<file path="config.mk">
export PLATFORM = sky130hd
export DESIGN_NAME = timer_sched
export DESIGN_NICKNAME = d
export VERILOG_FILES = /design/src/rtl/timer_sched.sv
export SDC_FILE = /design/constraint.sdc
export NUM_CORES = 1
export LEC_CHECK = 0
export ABC_AREA = 1
export BUFFER_PORTS_ARGS = -buffer_cell sky130_fd_sc_hd__buf_2
export CAP_MARGIN = 20
export CORE_UTILIZATION = 51
export CTS_BUF_LIST = sky130_fd_sc_hd__clkbuf_4
export CTS_CLUSTER_DIAMETER = 150
export DETAILED_ROUTE_END_ITERATION = 8
export PLACE_DENSITY = 0.95
export SYNTH_ARGS = -nofsm -noshare
export SYNTH_HDL_FRONTEND = slang
export SYNTH_SLANG_ARGS = --single-unit
</file>
<file path="constraint.sdc">
create_clock -name HCLK -period 6.1 [get_ports HCLK]
set_input_delay 0.915 -clock HCLK [delete_from_list [all_inputs] [get_ports HCLK]]
set_output_delay 0.915 -clock HCLK [all_outputs]
set_load 0.05 [all_outputs]
</file>
<file path="src/rtl/timer_sched.sv">
// Round-robin scheduler that shares one APB timer between NUM_CH one-shot delay requesters.
// Each granted request programs the timer, waits for the compare irq, stops the timer and reports completion.
module timer_sched #(
    parameter int         NUM_CH         = 4,
    parameter int         APB_ADDR_WIDTH = 12,
    parameter logic [2:0] PRESCALER      = 3'd0
) (
    input  logic                        HCLK,
    input  logic                        HRESETn,
    input  logic [NUM_CH-1:0]           req_i,
    input  logic [NUM_CH*32-1:0]        period_i,
    output logic [NUM_CH-1:0]           ack_o,
    output logic [NUM_CH-1:0]           done_o,
    output logic [NUM_CH-1:0]           aborted_o,
    input  logic                        abort_i,
    output logic                        busy_o,
    output logic [$clog2(NUM_CH)-1:0]   cur_ch_o,
    output logic [APB_ADDR_WIDTH-1:0]   PADDR,
    output logic [31:0]                 PWDATA,
    output logic                        PWRITE,
    output logic                        PSEL,
    output logic                        PENABLE,
    input  logic                        PREADY,
    input  logic                        PSLVERR,
    input  logic [31:0]                 PRDATA,
    input  logic                        timer_cmp_irq_i
);
    localparam int CW = $clog2(NUM_CH);
    localparam logic [APB_ADDR_WIDTH-1:0] ADDR_CTRL = APB_ADDR_WIDTH'(4);
    localparam logic [APB_ADDR_WIDTH-1:0] ADDR_CMP  = APB_ADDR_WIDTH'(8);
    localparam logic [31:0] CTRL_ON = {26'b0, PRESCALER, 2'b0, 1'b1};

    typedef enum logic [2:0] {
        IDLE,
        WR_CTRL_OFF,
        WR_CMP,
        WR_CTRL_ON,
        WAIT_IRQ,
        WR_STOP,
        FINISH
    } state_t;

    state_t        state, state_next;
    logic          access, access_next;
    logic          abort_flag, abort_flag_next;
    logic [CW-1:0] ch, rr, rr_next;
    logic [31:0]   period;
    logic          grant_valid;
    logic [CW-1:0] grant_idx;
    logic [31:0]   grant_period;
    logic          is_write;
    logic          unused_prdata;

    assign unused_prdata = ^PRDATA;
    assign is_write = (state == WR_CTRL_OFF) || (state == WR_CMP) ||
                      (state == WR_CTRL_ON)  || (state == WR_STOP);

    // First pass covers channels at or after rr, second pass the wrap-around below rr.
    always_comb begin
        grant_valid  = 1'b0;
        grant_idx    = '0;
        grant_period = '0;
        for (int k = 0; k < NUM_CH; k++) begin
            if (!grant_valid && req_i[k] && (k >= int'(rr))) begin
                grant_valid  = 1'b1;
                grant_idx    = CW'(k);
                grant_period = period_i[k*32 +: 32];
            end
        end
        for (int k = 0; k < NUM_CH; k++) begin
            if (!grant_valid && req_i[k]) begin
                grant_valid  = 1'b1;
                grant_idx    = CW'(k);
                grant_period = period_i[k*32 +: 32];
            end
        end
    end

    assign rr_next = (grant_idx == CW'(NUM_CH - 1)) ? '0 : grant_idx + CW'(1);

    always_ff @(posedge HCLK or negedge HRESETn) begin
        if (!HRESETn) begin
            state      <= IDLE;
            access     <= 1'b0;
            abort_flag <= 1'b0;
        end else begin
            state      <= state_next;
            access     <= access_next;
            abort_flag <= abort_flag_next;
        end
    end

    always_ff @(posedge HCLK or negedge HRESETn) begin
        if (!HRESETn) begin
            ch     <= '0;
            rr     <= '0;
            period <= '0;
        end else if (state == IDLE && grant_valid) begin
            ch     <= grant_idx;
            rr     <= rr_next;
            period <= grant_period;
        end
    end

    // A write in flight always completes before an abort or slave error redirects to the stop write.
    always_comb begin
        state_next      = state;
        access_next     = access;
        abort_flag_next = abort_flag;
        case (state)
            IDLE: begin
                access_next = 1'b0;
                if (grant_valid)
                    state_next = (grant_period == 32'd0) ? FINISH : WR_CTRL_OFF;
            end
            WR_CTRL_OFF, WR_CMP, WR_CTRL_ON, WR_STOP: begin
                if (abort_i)
                    abort_flag_next = 1'b1;
                if (!access) begin
                    access_next = 1'b1;
                end else if (PREADY) begin
                    access_next = 1'b0;
                    if (PSLVERR)
                        abort_flag_next = 1'b1;
                    if (state == WR_STOP)
                        state_next = FINISH;
                    else if (abort_flag_next)
                        state_next = WR_STOP;
                    else if (state == WR_CTRL_OFF)
                        state_next = WR_CMP;
                    else if (state == WR_CMP)
                        state_next = WR_CTRL_ON;
                    else
                        state_next = WAIT_IRQ;
                end
            end
            WAIT_IRQ: begin
                if (abort_i) begin
                    abort_flag_next = 1'b1;
                    state_next      = WR_STOP;
                end else if (timer_cmp_irq_i) begin
                    state_next = WR_STOP;
                end
            end
            FINISH: begin
                abort_flag_next = 1'b0;
                state_next      = IDLE;
            end
            default: state_next = IDLE;
        endcase
    end

    // ack is gated by HRESETn so that every output reads 0 while reset is held.
    always_comb begin
        ack_o     = '0;
        done_o    = '0;
        aborted_o = '0;
        PADDR     = '0;
        PWDATA    = '0;
        PWRITE    = is_write;
        PSEL      = is_write;
        PENABLE   = is_write && access;
        busy_o    = (state != IDLE);
        cur_ch_o  = (state != IDLE) ? ch : '0;
        case (state)
            IDLE: begin
                if (grant_valid && HRESETn)
                    ack_o[grant_idx] = 1'b1;
            end
            WR_CTRL_OFF: PADDR = ADDR_CTRL;
            WR_CMP: begin
                PADDR  = ADDR_CMP;
                PWDATA = period;
            end
            WR_CTRL_ON: begin
                PADDR  = ADDR_CTRL;
                PWDATA = CTRL_ON;
            end
            WR_STOP: PADDR = ADDR_CTRL;
            FINISH: begin
                if (abort_flag)
                    aborted_o[ch] = 1'b1;
                else
                    done_o[ch] = 1'b1;
            end
            default: ;
        endcase
    end
endmodule

</file>
==> impl_metrics.toml <==
[worst_setup_path]
worst-path-buf-inv = 4
cp.arrival_ps = 3300
crit_type = "in2out"
worstSetupStartpointType = "input port"
cp_max_fo = 25
cp_top_family = "buffers and inverters"
crit_path_end_kind = "output port"
path_cells = "buf_2 -> clkinv_1 -> nand4_4 -> nand3_1 -> inv_1 -> ha_1 -> nand2_1 -> nor2_1 -> buf_2"
crit_required_ps = 5180
cpPeakStageDelay_ps = 560
ff2ff_setup_slack_ps = 2940
cp_slowest_cell = "clkinv_1"
path_common_cell = "buf_2"

[clock_tree]
clock_latency_ps = 350
clkTransAtPathRegs_ps = 110
clk_path_buf_depth = 2
hold_buffers = 0
cts.sinks = 41
cts_tree = "done"
cts_resized = 0
post_cts_buffers = 0
h-tree-depth = 2
cts_made_buffers = 5
clockRootBuffer = "clkbuf_4"

[layout]
num_antenna_cells = 0
finalNetCount = 1146
final_cell_mix = "nand2_1, nor2_1, buf_2"
nFillCells = 822
drive_above_1_share = 0.224
syn_to_final_growth_pct = 21.4
final_common_cell = "nand2_1"
postLayoutCellArea_um2 = 5340

[placed_design]
hpwlAfterDp_um = 10200
place_area_um2 = 5240
io_buffers = 189
gp_congestion = 0.950

[global_routing]
grt_pass1_vias = 4742
grt_max_degree = 46
grt_usage = 0.298
grt_pass1_wl_um = 21300
antenna_found_initial = 0
grt-ovfl-total = 0

[die]
die-area_um2 = 8990
io_pins = 232
die_height_um = 94.8
core-area_um2 = 8260
start_util = 0.532
die_width_um = 94.8
num_rows = 33

[route]
first_pass_iters = 5
ant_nets = 0
wl_per_cell_um = 12.4
viasPerCell = 5.10
drt-total-wl_um = 13300
drtIter0Drc = 424
drc = 0
vias = 5496

[pwr]
power_frac_comb = 0.664
power_density_nw_per_um2 = 360
leakage_nw = 3.23
internal_power_mw = 0.850
ir_worst_vdd_mv = 0.156
pwr-share-seq = 0.245
clockPowerShare = 0.091
p_sw_mw = 1.07
switching_share = 0.558

[synthesis]
netlist_area_um2 = 4390
yosysSeqAreaShare = 0.234
synth_cell_types = 29
ys.warnings.count = 0
avgSynthCellArea_um2 = 5.43
async_flop_share = 1.00
synth_edf_count = 0
syn_inst = 809
synth-seq-cells = 41
synthFlopType = "dfrtp_1"

[timing]
whs_ps = 498
skew_ps = 9.63
slew_viol_final = 0
rsz0062_at_grt = "no"
slew-limit-headroom = 0.283
fin_crit_sh = 0.690
finalSetupTns_ps = 0
period_minus_slack_ps = 4210
worst_pin_slew_ps = 1070
setup_viol_count_final = 0
hold_violations = 0
timing.fmax_ghz = 0.238

[run_status]
outcome = "finished clean"

[min_path]
worstHoldPathType = "reg2reg"

[flow_run]
max_cap_violations = 0
## state kept, by name (all words and copies together), names as in the netlist
name        cells
abort_flag      1
access          1
ch              2
period         32
rr              2
state           3
## cell usage after synthesis, drive strengths merged, types with 4 or more instances
cell type	count	area share
inv	135	0.12
buf	30	0.052
dfrtp	41	0.23
nand3	78	0.092
clkbuf	16	0.014
nor2	194	0.17
nand4	24	0.041
ha	4	0.011
o21ai	52	0.059
nand2	217	0.19
o211ai	4	0.0068
a21oi	6	0.0068
## power by group through the flow
stage	clock (mW)	combinational [mW]	sequential (mW)
3_5_place_dp	0	1.26	0.476
4_1_cts	0.177	1.26	0.471
3_3_place_gp	0	1.23	0.471
2_1_floorplan	0	0.986	0.457
6_report	0.175	1.28	0.471
5_1_grt	0.188	1.44	0.486
## path summary, 6_finish.rpt
path,start,end,cells after the start
worst max-delay path,req_i[0],ack_o[1],9
worst min-delay path,period[9],period[9],2
worst max register to register,rr[1],state[0],17
worst min register to register,period[9],period[9],2
max in group asynchronous,HRESETn,state[0],1
min in group asynchronous,HRESETn,ch[0],1
## layer usage
metal | GRT usage | up-vias | wire length (um) | share of wire
met3 | 0.0435 | 30 | 1050 | 0.079
li1 | - | 2775 | - | -
met1 | 0.402 | 2425 | 5800 | 0.44
met5 | 0 | - | 0 | 0
met2 | 0.484 | 266 | 6160 | 0.46
met4 | 0.102 | 0 | 319 | 0.024
## cells by family (layout without fill, tap and decap cells)
group / count (synthesis) / count (layout) / synth area share
AO/OA/AOI/OAI: 68 / 68 / 0.0829
adder cells (fa/ha/maj): 4 / 4 / 0.0114
buffers and inverters: 182 / 337 / 0.182
flip-flops: 41 / 41 / 0.234
other: 1 / 10 / 0.000854
AND/OR/NAND/NOR: 513 / 513 / 0.490
## worst reg2reg max path: cells and delay by family, from the launching register on
kind	cells	cell delay, ps
and+or+nand+nor	15	2150
DFF	1	480
buffers and inverters	2	440
## area by class of cell
type	instances	area [um2]	area share
clock buffers	5	37.5	0.00704
clock inverters	3	41.3	0.00774
inverters	136	510	0.0957
multi-input cells	595	2610	0.488
flip-flops and latches	41	1030	0.192
well taps	105	131	0.0246
repair buffers	193	983	0.184
## per-stage QoR
step           total power, mW  setup WS [ps]   util  std cells
6_report                  1.92           1890  0.646       1078
5_1_grt                   2.11           1740  0.646       1078
4_1_cts                   1.91           1910  0.644       1077
3_5_place_dp              1.73           1920  0.635       1069
3_3_place_gp              1.70           1890  0.635       1069
2_1_floorplan             1.44           2390      -        818
No activity file was read; power rests on OpenSTA's default activity.
